### src/rtl/lsu_mem_port_if.sv
// Signal bundle between the load/store unit and its environment: issue, squash, memory, writeback, trap, status.
// Modport master is the LSU side; modport slave is the pipeline/memory side.
interface lsu_mem_port_if #(
    parameter int XLEN  = 32,
    parameter int IMM_W = 12,
    parameter int RA_W  = 5
);
    logic                iss_valid;
    logic                iss_ready;
    logic                iss_is_load;
    logic [1:0]          iss_size;
    logic                iss_zero_ext;
    logic [RA_W-1:0]     iss_rd;
    logic [XLEN-1:0]     iss_base;
    logic [IMM_W-1:0]    iss_imm;
    logic [XLEN-1:0]     iss_wdata;
    logic                squash;
    logic                mem_req_valid;
    logic                mem_req_ready;
    logic                mem_we;
    logic [XLEN-1:0]     mem_addr;
    logic [XLEN-1:0]     mem_wdata;
    logic [XLEN/8-1:0]   mem_be;
    logic                mem_resp_valid;
    logic [XLEN-1:0]     mem_rdata;
    logic                wb_valid;
    logic [RA_W-1:0]     wb_rd;
    logic [XLEN-1:0]     wb_data;
    logic                err_valid;
    logic [XLEN-1:0]     err_addr;
    logic                busy;

    modport master (
        input  iss_valid, iss_is_load, iss_size, iss_zero_ext, iss_rd, iss_base, iss_imm, iss_wdata,
        input  squash, mem_req_ready, mem_resp_valid, mem_rdata,
        output iss_ready, mem_req_valid, mem_we, mem_addr, mem_wdata, mem_be,
        output wb_valid, wb_rd, wb_data, err_valid, err_addr, busy
    );

    modport slave (
        output iss_valid, iss_is_load, iss_size, iss_zero_ext, iss_rd, iss_base, iss_imm, iss_wdata,
        output squash, mem_req_ready, mem_resp_valid, mem_rdata,
        input  iss_ready, mem_req_valid, mem_we, mem_addr, mem_wdata, mem_be,
        input  wb_valid, wb_rd, wb_data, err_valid, err_addr, busy
    );
endinterface

### src/rtl/lsu_mem_port.sv
// Single-outstanding load/store port: address generation, byte-lane steering, load extension, squash handling.
// Define LSU_MISALIGN_TRAP_EN to trap misaligned accesses; otherwise low address bits are forced to zero.
module lsu_mem_port #(
    parameter int XLEN  = 32,
    parameter int IMM_W = 12,
    parameter int RA_W  = 5
) (
    input  logic           clk,
    input  logic           rst_n,
    lsu_mem_port_if.master bus
);
    localparam int NB    = XLEN / 8;
    localparam int OFF_W = $clog2(NB);

    typedef enum logic [1:0] {IDLE = 2'd0, REQ = 2'd1, WAIT = 2'd2, DRAIN = 2'd3} state_t;

    state_t            r_state;
    state_t            w_next;
    logic [XLEN-1:0]   r_addr;
    logic [XLEN-1:0]   r_wdata;
    logic [XLEN-1:0]   r_wb_data;
    logic [XLEN-1:0]   r_err_addr;
    logic [RA_W-1:0]   r_rd;
    logic [RA_W-1:0]   r_wb_rd;
    logic [1:0]        r_size;
    logic              r_is_load;
    logic              r_zext;
    logic              r_wb_valid;
    logic              r_err_valid;

    logic [XLEN-1:0]   w_ea;
    logic [XLEN-1:0]   w_ea_aligned;
    logic [XLEN-1:0]   w_lane;
    logic [XLEN-1:0]   w_wdata;
    logic [NB-1:0]     w_be_base;
    logic [NB-1:0]     w_be;
    logic [1:0]        w_size;
    logic              w_fire;
    logic              w_trap;

    function automatic logic [2:0] size_mask(input logic [1:0] size);
        case (size)
            2'd0:    size_mask = 3'b000;
            2'd1:    size_mask = 3'b001;
            2'd2:    size_mask = 3'b011;
            default: size_mask = 3'b111;
        endcase
    endfunction

    function automatic logic [XLEN-1:0] load_extend(
        input logic [XLEN-1:0] lane,
        input logic [1:0]      size,
        input logic            zext
    );
        logic [XLEN-1:0] m;
        logic            sgn;
        case (size)
            2'd0:    begin m = XLEN'(16'h00FF);      sgn = lane[7];  end
            2'd1:    begin m = XLEN'(16'hFFFF);      sgn = lane[15]; end
            2'd2:    begin m = XLEN'(32'hFFFF_FFFF); sgn = lane[31]; end
            default: begin m = {XLEN{1'b1}};         sgn = 1'b0;     end
        endcase
        load_extend = (lane & m) | ((sgn && !zext) ? ~m : {XLEN{1'b0}});
    endfunction

    // A doubleword request on a 32-bit port degrades to a word access.
    assign w_size       = (XLEN == 32 && bus.iss_size == 2'd3) ? 2'd2 : bus.iss_size;
    assign w_ea         = bus.iss_base + {{(XLEN-IMM_W){bus.iss_imm[IMM_W-1]}}, bus.iss_imm};
    assign w_ea_aligned = w_ea & ~{{(XLEN-3){1'b0}}, size_mask(w_size)};
    assign w_fire       = bus.iss_valid && bus.iss_ready;
`ifdef LSU_MISALIGN_TRAP_EN
    assign w_trap       = w_fire && (|(w_ea[2:0] & size_mask(w_size)));
`else
    assign w_trap       = 1'b0;
`endif
    assign w_lane       = bus.mem_rdata >> {r_addr[OFF_W-1:0], 3'b000};

    assign bus.iss_ready     = (r_state == IDLE) && !bus.squash;
    assign bus.busy          = (r_state != IDLE);
    assign bus.mem_req_valid = (r_state == REQ) && !bus.squash;
    assign bus.mem_we        = (r_state == REQ) && !r_is_load;
    assign bus.mem_addr      = r_addr;
    assign bus.mem_wdata     = w_wdata;
    assign bus.mem_be        = w_be;
    assign bus.wb_valid      = r_wb_valid;
    assign bus.wb_rd         = r_wb_rd;
    assign bus.wb_data       = r_wb_data;
    assign bus.err_valid     = r_err_valid;
    assign bus.err_addr      = r_err_addr;

    // Byte enables and store data replicated across every lane of the access size.
    always_comb begin
        w_wdata = {XLEN{1'b0}};
        case (r_size)
            2'd0:    w_be_base = NB'(8'h01);
            2'd1:    w_be_base = NB'(8'h03);
            2'd2:    w_be_base = NB'(8'h0F);
            default: w_be_base = NB'(8'hFF);
        endcase
        if (r_state == REQ) begin
            w_be = w_be_base << r_addr[OFF_W-1:0];
        end else begin
            w_be = {NB{1'b0}};
        end
        for (int i = 0; i < NB; i++) begin
            case (r_size)
                2'd0:    w_wdata[8*i +: 8] = r_wdata[7:0];
                2'd1:    w_wdata[8*i +: 8] = r_wdata[8*(i%2) +: 8];
                2'd2:    w_wdata[8*i +: 8] = r_wdata[8*(i%4) +: 8];
                default: w_wdata[8*i +: 8] = r_wdata[8*i +: 8];
            endcase
        end
    end

    // State register.
    always_ff @(posedge clk or negedge rst_n) begin
        if (!rst_n) begin
            r_state <= IDLE;
        end else begin
            r_state <= w_next;
        end
    end

    // Next-state logic; a response coinciding with squash is consumed and dropped.
    always_comb begin
        w_next = r_state;
        case (r_state)
            IDLE: begin
                if (w_fire && !w_trap) w_next = REQ;
                else                   w_next = IDLE;
            end
            REQ: begin
                if (bus.squash)             w_next = IDLE;
                else if (bus.mem_req_ready) w_next = r_is_load ? WAIT : IDLE;
                else                        w_next = REQ;
            end
            WAIT: begin
                if (bus.mem_resp_valid) w_next = IDLE;
                else if (bus.squash)    w_next = DRAIN;
                else                    w_next = WAIT;
            end
            DRAIN: begin
                if (bus.mem_resp_valid) w_next = IDLE;
                else                    w_next = DRAIN;
            end
            default: w_next = IDLE;
        endcase
    end

    // Operation latch, writeback and trap pulses.
    always_ff @(posedge clk or negedge rst_n) begin
        if (!rst_n) begin
            r_addr      <= {XLEN{1'b0}};
            r_wdata     <= {XLEN{1'b0}};
            r_size      <= 2'd0;
            r_is_load   <= 1'b0;
            r_zext      <= 1'b0;
            r_rd        <= {RA_W{1'b0}};
            r_wb_valid  <= 1'b0;
            r_wb_rd     <= {RA_W{1'b0}};
            r_wb_data   <= {XLEN{1'b0}};
            r_err_valid <= 1'b0;
            r_err_addr  <= {XLEN{1'b0}};
        end else begin
            r_wb_valid  <= 1'b0;
            r_err_valid <= 1'b0;
            if (w_fire) begin
                if (w_trap) begin
                    r_err_valid <= 1'b1;
                    r_err_addr  <= w_ea;
                end else begin
                    r_addr    <= w_ea_aligned;
                    r_wdata   <= bus.iss_wdata;
                    r_size    <= w_size;
                    r_is_load <= bus.iss_is_load;
                    r_zext    <= bus.iss_zero_ext;
                    r_rd      <= bus.iss_rd;
                end
            end
            if (r_state == WAIT && bus.mem_resp_valid && !bus.squash) begin
                r_wb_valid <= 1'b1;
                r_wb_rd    <= r_rd;
                r_wb_data  <= load_extend(w_lane, r_size, r_zext);
            end
        end
    end
endmodule

### src/flat_wrapper.sv
// flat-port wrapper written by rule: the top's interface ports become plain ports
module lsu_mem_port_flat 
#(
    parameter int XLEN  = 32,
    parameter int IMM_W = 12,
    parameter int RA_W  = 5
)
  (clk, rst_n, bus_iss_valid, bus_iss_is_load, bus_iss_size, bus_iss_zero_ext, bus_iss_rd, bus_iss_base, bus_iss_imm, bus_iss_wdata, bus_squash, bus_mem_req_ready, bus_mem_resp_valid, bus_mem_rdata, bus_iss_ready, bus_mem_req_valid, bus_mem_we, bus_mem_addr, bus_mem_wdata, bus_mem_be, bus_wb_valid, bus_wb_rd, bus_wb_data, bus_err_valid, bus_err_addr, bus_busy);
  lsu_mem_port_if #(.XLEN(XLEN), .IMM_W(IMM_W), .RA_W(RA_W)) bus_i ();
  input  logic clk;
  input  logic rst_n;
  input wire logic [$bits(bus_i.iss_valid)-1:0] bus_iss_valid;
  input wire logic [$bits(bus_i.iss_is_load)-1:0] bus_iss_is_load;
  input wire logic [$bits(bus_i.iss_size)-1:0] bus_iss_size;
  input wire logic [$bits(bus_i.iss_zero_ext)-1:0] bus_iss_zero_ext;
  input wire logic [$bits(bus_i.iss_rd)-1:0] bus_iss_rd;
  input wire logic [$bits(bus_i.iss_base)-1:0] bus_iss_base;
  input wire logic [$bits(bus_i.iss_imm)-1:0] bus_iss_imm;
  input wire logic [$bits(bus_i.iss_wdata)-1:0] bus_iss_wdata;
  input wire logic [$bits(bus_i.squash)-1:0] bus_squash;
  input wire logic [$bits(bus_i.mem_req_ready)-1:0] bus_mem_req_ready;
  input wire logic [$bits(bus_i.mem_resp_valid)-1:0] bus_mem_resp_valid;
  input wire logic [$bits(bus_i.mem_rdata)-1:0] bus_mem_rdata;
  output wire logic [$bits(bus_i.iss_ready)-1:0] bus_iss_ready;
  output wire logic [$bits(bus_i.mem_req_valid)-1:0] bus_mem_req_valid;
  output wire logic [$bits(bus_i.mem_we)-1:0] bus_mem_we;
  output wire logic [$bits(bus_i.mem_addr)-1:0] bus_mem_addr;
  output wire logic [$bits(bus_i.mem_wdata)-1:0] bus_mem_wdata;
  output wire logic [$bits(bus_i.mem_be)-1:0] bus_mem_be;
  output wire logic [$bits(bus_i.wb_valid)-1:0] bus_wb_valid;
  output wire logic [$bits(bus_i.wb_rd)-1:0] bus_wb_rd;
  output wire logic [$bits(bus_i.wb_data)-1:0] bus_wb_data;
  output wire logic [$bits(bus_i.err_valid)-1:0] bus_err_valid;
  output wire logic [$bits(bus_i.err_addr)-1:0] bus_err_addr;
  output wire logic [$bits(bus_i.busy)-1:0] bus_busy;
  assign bus_i.iss_valid = bus_iss_valid;
  assign bus_i.iss_is_load = bus_iss_is_load;
  assign bus_i.iss_size = bus_iss_size;
  assign bus_i.iss_zero_ext = bus_iss_zero_ext;
  assign bus_i.iss_rd = bus_iss_rd;
  assign bus_i.iss_base = bus_iss_base;
  assign bus_i.iss_imm = bus_iss_imm;
  assign bus_i.iss_wdata = bus_iss_wdata;
  assign bus_i.squash = bus_squash;
  assign bus_i.mem_req_ready = bus_mem_req_ready;
  assign bus_i.mem_resp_valid = bus_mem_resp_valid;
  assign bus_i.mem_rdata = bus_mem_rdata;
  assign bus_iss_ready = bus_i.iss_ready;
  assign bus_mem_req_valid = bus_i.mem_req_valid;
  assign bus_mem_we = bus_i.mem_we;
  assign bus_mem_addr = bus_i.mem_addr;
  assign bus_mem_wdata = bus_i.mem_wdata;
  assign bus_mem_be = bus_i.mem_be;
  assign bus_wb_valid = bus_i.wb_valid;
  assign bus_wb_rd = bus_i.wb_rd;
  assign bus_wb_data = bus_i.wb_data;
  assign bus_err_valid = bus_i.err_valid;
  assign bus_err_addr = bus_i.err_addr;
  assign bus_busy = bus_i.busy;
  lsu_mem_port #(.XLEN(XLEN), .IMM_W(IMM_W), .RA_W(RA_W)) u_core (.clk(clk), .rst_n(rst_n), .bus(bus_i));
endmodule
### config.mk
export PLATFORM = sky130hd
export DESIGN_NAME = lsu_mem_port_flat
export DESIGN_NICKNAME = d
export VERILOG_FILES = /design/src/rtl/lsu_mem_port_if.sv /design/src/rtl/lsu_mem_port.sv /design/src/flat_wrapper.sv
export SDC_FILE = /design/constraint.sdc
export NUM_CORES = 1
export LEC_CHECK = 0
export BUFFER_PORTS_ARGS = -buffer_cell sky130_fd_sc_hd__buf_2
export CAP_MARGIN = 20
export CORE_UTILIZATION = 51
export CTS_CLUSTER_DIAMETER = 120
export CTS_CLUSTER_SIZE = 40
export DETAILED_ROUTE_END_ITERATION = 6
export PLACE_DENSITY_LB_ADDON = 0.15
export REMOVE_ABC_BUFFERS = 1
export SLEW_MARGIN = 30
export SYNTH_ARGS = -nofsm -noshare
export SYNTH_HDL_FRONTEND = slang
export SYNTH_SLANG_ARGS = --single-unit
### constraint.sdc
create_clock -name clk -period 2.55 [get_ports clk]
set_clock_uncertainty 0.05 [all_clocks]
set_input_delay 0.51 -clock clk [delete_from_list [all_inputs] [get_ports clk]]
set_output_delay 0.51 -clock clk [all_outputs]
set_load 0.01 [all_outputs]
==> results of run 1 <==
==> synthesized netlist by cell type (5+ instances only) <==
master | number | area share
nand3_1 | 20 | 0.013
dfrtp_1 | 113 | 0.38
o21ai_0 | 61 | 0.041
o21ai_1 | 20 | 0.013
nor3_1 | 13 | 0.0087
xnor2_1 | 9 | 0.011
nor2_1 | 29 | 0.015
mux2i_1 | 24 | 0.032
or4_1 | 5 | 0.0050
inv_1 | 7 | 0.0035
o2111ai_1 | 6 | 0.0071
buf_1 | 7 | 0.0035
o21a_1 | 13 | 0.013
a21oi_1 | 72 | 0.048
a211oi_1 | 6 | 0.0061
buf_2 | 9 | 0.0061
o211ai_1 | 9 | 0.0091
a21o_1 | 10 | 0.010
mux2_2 | 18 | 0.027
nand2_1 | 260 | 0.13
xor2_1 | 8 | 0.0094
ha_1 | 31 | 0.052
or3_1 | 5 | 0.0042
nand4_1 | 16 | 0.013
clkbuf_1 | 38 | 0.019
buf_4 | 41 | 0.041
==> through the flow <==
step	instances	cell area [µm²]	TNS, ps	hold slack (ps)	total power [W]
2_1_floorplan	850	7030	-29860	164	0.00405
5_1_grt	1375	9730	0	16.1	0.00832
3_5_place_dp	1345	9090	-650	401	0.00527
3_3_place_gp	1345	9090	-103	396	0.00523
4_1_cts	1375	9720	0	5.25	0.00786
6_report	1375	9730	0	0.0696	0.00783
==> sequential cells by signal, summed over array words and instances (netlist names) <==
register / count
u_core.r_is_load: 1
u_core.bus.mem_addr: 32
u_core.bus.wb_valid: 1
u_core.r_zext: 1
u_core.bus.wb_rd: 5
u_core.r_size: 2
u_core.r_state: 2
u_core.bus.wb_data: 32
u_core.r_wdata: 32
u_core.r_rd: 5
==> critical path, stage by stage (launching register included) <==
cell and delay, ps:
dfrtp_1 360, buf_4 330, or2_4 340, nor2_1 70, nor3_1 140, buf_2 160
==> cells by family after synthesis <==
| family | Yosys count | share of synthesized area |
|---|---|---|
| xor gates and xnor gates | 17 | 0.0200 |
| muxes | 43 | 0.0626 |
| other | 1 | 0.000504 |
| adders and majority gates | 32 | 0.0548 |
| and+or+nand+nor | 374 | 0.216 |
| buffers and inverters | 105 | 0.0762 |
| AOI/OAI and AO/OA | 229 | 0.189 |
| DFF | 113 | 0.380 |
==> worst paths after layout <==
kind	to	start	cells after the start	slack [ps]
worst min-delay path	u_core.r_wdata[2]$_DFFE_PN0P_	rst_n	1	0.07
worst min register to register	u_core.bus.wb_rd[0]$_DFFE_PN0P_	u_core.r_rd[0]$_DFFE_PN0P_	2	410
max in group asynchronous	u_core.bus.mem_addr[11]$_DFFE_PN0P_	rst_n	2	1750
min in group clk	u_core.r_wdata[18]$_DFFE_PN0P_	bus_iss_wdata[18]	3	240
worst max-delay path	bus_mem_be[1]	u_core.r_size[1]$_DFFE_PN0P_	5	170
worst max register to register	u_core.bus.wb_data[19]$_DFFE_PN0P_	u_core.bus.mem_addr[0]$_DFFE_PN0P_	7	290
==> power by group <==
| group | leakage, nW | internal, W | total [W] | switching [W] |
|---|---|---|---|---|
| combinational | 3.24 | 0.00116 | 0.00269 | 0.00153 |
| sequential | 1.45 | 0.00226 | 0.00257 | 0.000307 |
| clock | 0.311 | 0.00173 | 0.00257 | 0.000841 |
| total | 5.00 | 0.00515 | 0.00783 | 0.00268 |
==> metal layers <==
layer / vias up / track usage
li1: 3649 / -
met1: 3443 / 0.361
met2: 259 / 0.477
met3: 32 / 0.0516
met4: 0 / 0.106
met5: - / 0
==> layout make-up <==
class                      count  area share
clock buffer                  21      0.0494
clock inverter                 9      0.0160
inverter                       9     0.00347
multi-input combinational    728       0.430
sequential                   113       0.291
tap                          180      0.0232
timing repair buffer         315       0.188
==> impl_metrics.tcl, run 1 <==
set metrics [dict create \
    status "finished clean" \
    synthFlopType "dfrtp_1" \
    cts_hold_buf 0 \
    clockBufferDepth 2 \
    hold_violations 0 \
    met2RoutedLength_um 10000 \
    slew_violations 0 \
    cts_resized 0 \
    ys_seq_area_frac 0.380 \
    ir_drop_mv 0.512 \
    setup.worst_path.start_class "flip-flop" \
    ioPinCount 266 \
    fin_crit_ps 2380 \
    fin_nets 1339 \
    overflow 0 \
    n_antenna_cell 0 \
    start_util 0.530 \
    die_w_um 123 \
    crit_type "flip-flop to output port" \
    post-place-ws_ps -122 \
    hp-class "primary input to async pin" \
    clkLatencyLatePin_ps 400 \
    mostFrequentLayoutCell "nand2_1" \
    totalWireLength_um 20800 \
    cts_tree "built" \
    layout_common_cells "nand2_1, buf_2, dfrtp_1" \
    p_leak_nw 5.00 \
    synth_edf_count 0 \
    ant_nets 0 \
    critPathArrivalTime_ps 1820 \
    clk_pin_slew_ps 50 \
    clock_sinks 113 \
    ys_ff_latch 113 \
    powerDensity_nw_per_um2 805 \
    drc 0 \
    yosys_warnings 0 \
    routabilityCongestion 0.974 \
    post-route-period-util 0.934 \
    fmax_ghz 0.420 \
    rsz0062_at_grt "no" \
    end_kind "output port" \
    ys_types 63 \
    worst_pin_slew_ps 963 \
    die_y_um 123 \
    vias_per_cell 5.37 \
    first_iter_violations 414 \
    max_slew_margin 0.358 \
    portBuffers 232 \
    rows 43 \
    final_util 0.693 \
    wl_met1_um 9070 \
    post_cts_buffers 0 \
    worstPathRequired_ps 1990 \
    grt_pass1_wl_um 33200 \
    async_reset_ff_frac 1.00 \
    grt_pass1_vias 6931 \
    dieArea_um2 15100 \
    antenna_found_initial 0 \
    netlist_area_um2 7440 \
    setup-violations-final 0 \
    wl_per_cell_um 15.1 \
    fin_ws_ps 168 \
    track_usage 0.283 \
    seq_area_um2 2830 \
    cts_root_buf "clkbuf_16" \
    routed.top_layer "met4" \
    crit_fanout 29 \
    grt_max_degree 61 \
    drive_gt1_frac 0.319 \
    fillers 1221 \
    firstDrtPassIters 7 \
    core_um2 14000 \
    dp_hpwl_um 15600 \
    synthCells 914 \
    cts_max_level 4 \
    multi_input_area_um2 4180 \
    max-cap-violations 0 \
    wl_met3_um 1290 \
    vias 7383 \
    avgSynthCellArea_um2 8.14 \
    cts_buffers 17 \
    syn2layout_area_growth_pct 30.8 \
]
Note: power is estimated with default switching activity, not from simulation.
==> run 2: changes to the inputs <==
--- a/config.mk
+++ b/config.mk
@@ -7,7 +7,9 @@
 export LEC_CHECK = 0
 export BUFFER_PORTS_ARGS = -buffer_cell sky130_fd_sc_hd__buf_2
 export CAP_MARGIN = 20
-export CORE_UTILIZATION = 51
+export CORE_ASPECT_RATIO = 0.9
+export CORE_UTILIZATION = 52
+export CTS_BUF_LIST = sky130_fd_sc_hd__clkbuf_2 sky130_fd_sc_hd__clkbuf_4 sky130_fd_sc_hd__clkbuf_8
 export CTS_CLUSTER_DIAMETER = 120
 export CTS_CLUSTER_SIZE = 40
 export DETAILED_ROUTE_END_ITERATION = 6
==> run 2 against run 1 <==
Routed wire length barely moved. Critical path depth decreased by 1. Combinational power hardly changed. Via count grew 0.28%. Non-clock buffer count rose by 6. Worst setup slack gained 19 ps. Register-to-register slack improved by 70 ps. Flip-flop and latch count unchanged. First-iteration DRC count fell by 3.1%. Core utilization is 0.69 points lower. Cell count up 1.6%.
==> impl_metrics.tcl, run 2 (synthesized netlist as in run 1, its figures left out) <==
set metrics [dict create \
    dp_hpwl_um 15600 \
    r2r-end "u_core.bus.wb_data[22]$_DFFE_PN0P_" \
    slowest_stage "dfrtp_2" \
    routabilityCongestion 0.948 \
    swShare 0.371 \
    slew_violations 0 \
    layout_common_cells "nand2_1, buf_2, dfrtp_1" \
    crit_type "flip-flop to output port" \
    seqPwrFrac 0.357 \
    whs_path_depth 3 \
    hold_violations 0 \
    drive_gt1_frac 0.323 \
    grt_pass1_wl_um 32700 \
    p_leak_nw 4.93 \
    max-cap-violations 0 \
    worst_pin_slew_ps 777 \
    die_w_um 128 \
    p_switching_w 0.00268 \
    r2r_setup_slack_ps 360 \
    fin_crit_ps 2360 \
    cp_num_buf_inv 1 \
    first_iter_violations 401 \
    reg2regPathDepth 6 \
    rows 41 \
    crit_fanout 16 \
    ir_drop_mv 0.414 \
    fin_nets 1345 \
    portBuffers 232 \
    cp_top_family "simple AND/OR/NAND/NOR gates" \
    min_to "u_core.r_wdata[12]$_DFFE_PN0P_" \
    syn2layout_area_growth_pct 29.1 \
    status "finished clean" \
    ant_nets 0 \
    rsz0062_at_grt "no" \
    critPathArrivalTime_ps 1800 \
    drc 0 \
    antenna_found_initial 1 \
    critPathMaxStageDelay_ps 520 \
    grt_pass1_vias 6705 \
    vias_per_cell 5.30 \
    cts_tree "built" \
    setup-violations-final 0 \
    cts_root_buf "clkbuf_8" \
    p_total_w 0.00720 \
    mostFrequentLayoutCell "nand2_1" \
    clk_pin_slew_ps 80 \
    die_y_um 115 \
    r2r-start "u_core.bus.mem_addr[0]$_DFFE_PN0P_" \
    cts_buffers 17 \
    post-route-period-util 0.927 \
    track_usage 0.284 \
    dieArea_um2 14800 \
    hp-class "primary input to flip-flop" \
    firstDrtPassIters 4 \
    totalWireLength_um 20800 \
    core_um2 14000 \
    vias 7404 \
    fmax_ghz 0.423 \
    clock_sinks 113 \
    internal_power_w 0.00453 \
    cp-startpoint "u_core.r_size[0]$_DFFE_PN0P_" \
    setup.worst_path.start_class "flip-flop" \
    grt_max_degree 67 \
    clockBufferDepth 2 \
    worstPathCellList "or2_2 -> nor2_1 -> nor3_1 -> buf_2" \
    wl_per_cell_um 14.9 \
    overflow 0 \
    end_kind "output port" \
    worstHoldStart "bus_iss_wdata[12]" \
    cts_max_level 4 \
    worstPathRequired_ps 1990 \
    clkLatencyLatePin_ps 450 \
    post_cts_buffers 0 \
    max_slew_margin 0.478 \
    clkPwrFrac 0.269 \
    start_util 0.531 \
    combPwrFrac 0.374 \
    ioPinCount 266 \
    powerDensity_nw_per_um2 750 \
    hold_slack_ps 190 \
]
-- run 2: changes by cell type in the layout (fill, tap and decap cells not counted) --
cell           change
buf_4              +5
clkbuf_16         -17
clkbuf_8          +14
clkinv_2           -1
clkinvlp_4         +2
dfrtp_1            -1
dfrtp_2            +1
diode_2            +1
dlygate4sd3_1      +1
inv_6              +4
or2_2              +1
or2_4              -1
-- run 2: layer usage --
layer	global-route usage	share of wire
met1	0.372	0.45
met2	0.472	0.47
met3	0.0600	0.068
met4	0.0973	0.018
met5	0	0
-- run 2: final cells by class --
| type | count | area [µm²] |
|---|---|---|
| fillers | 1207 | 4400 |
| multi-input cells | 728 | 4180 |
| flip-flops and latches | 113 | 2830 |
| repair buffers | 321 | 1870 |
| clock buffers | 18 | 248 |
| well taps | 193 | 241 |
| clock inverters | 14 | 200 |
| inverters | 9 | 33.8 |
| diodes | 1 | 2.50 |
-- run 2: tightest hold or removal path, cell delays in order --
cell and delay (ps):
buf_2 70, nand2_1 40, nand2_1 40
-- run 2: power groups by stage --
stage / logic, W / registers (W) / clock network (W)
global route: 0.00300 / 0.00263 / 0.00205
floorplan: 0.00127 / 0.00277 / 0
finish: 0.00269 / 0.00257 / 0.00194
detailed placement: 0.00268 / 0.00260 / 0
global placement: 0.00264 / 0.00259 / 0
CTS: 0.00270 / 0.00257 / 0.00198
-- run 2: worst max path at each step --
stage / endpoint / slack, ps / cells past startpoint
floorplan: u_core.bus.mem_addr[31]$_DFFE_PN0P_ / -880 / 5
global placement: u_core.bus.mem_addr[26]$_DFFE_PN0P_ / -70 / 11
detailed placement: u_core.bus.mem_addr[24]$_DFFE_PN0P_ / -150 / 11
CTS: bus_mem_be[1] / 20 / 4
global route: u_core.bus.mem_addr[24]$_DFFE_PN0P_ / 80 / 11
finish: bus_mem_be[1] / 190 / 4
-- run 2: repair_timing --
item / in CTS / in global routing
hold endpoints to repair: 16 / 0
resized for setup: 0 / 1
endpoints found under the setup margin: 0 / 5
hold buffers: 1 / 0
-- run 2: per-stage QoR --
step	TNS (ps)	setup slack [ps]	std cells	util	instance area [µm²]
final	0	187	1397	0.686	9600
after global routing	0	81.3	1397	0.686	9600
after CTS	0	21.0	1395	0.685	9590
after detailed placement	-923	-153	1362	0.652	9140
after global placement	-388	-70.6	1362	0.652	9140
after floorplan	-29860	-879	850	-	7030
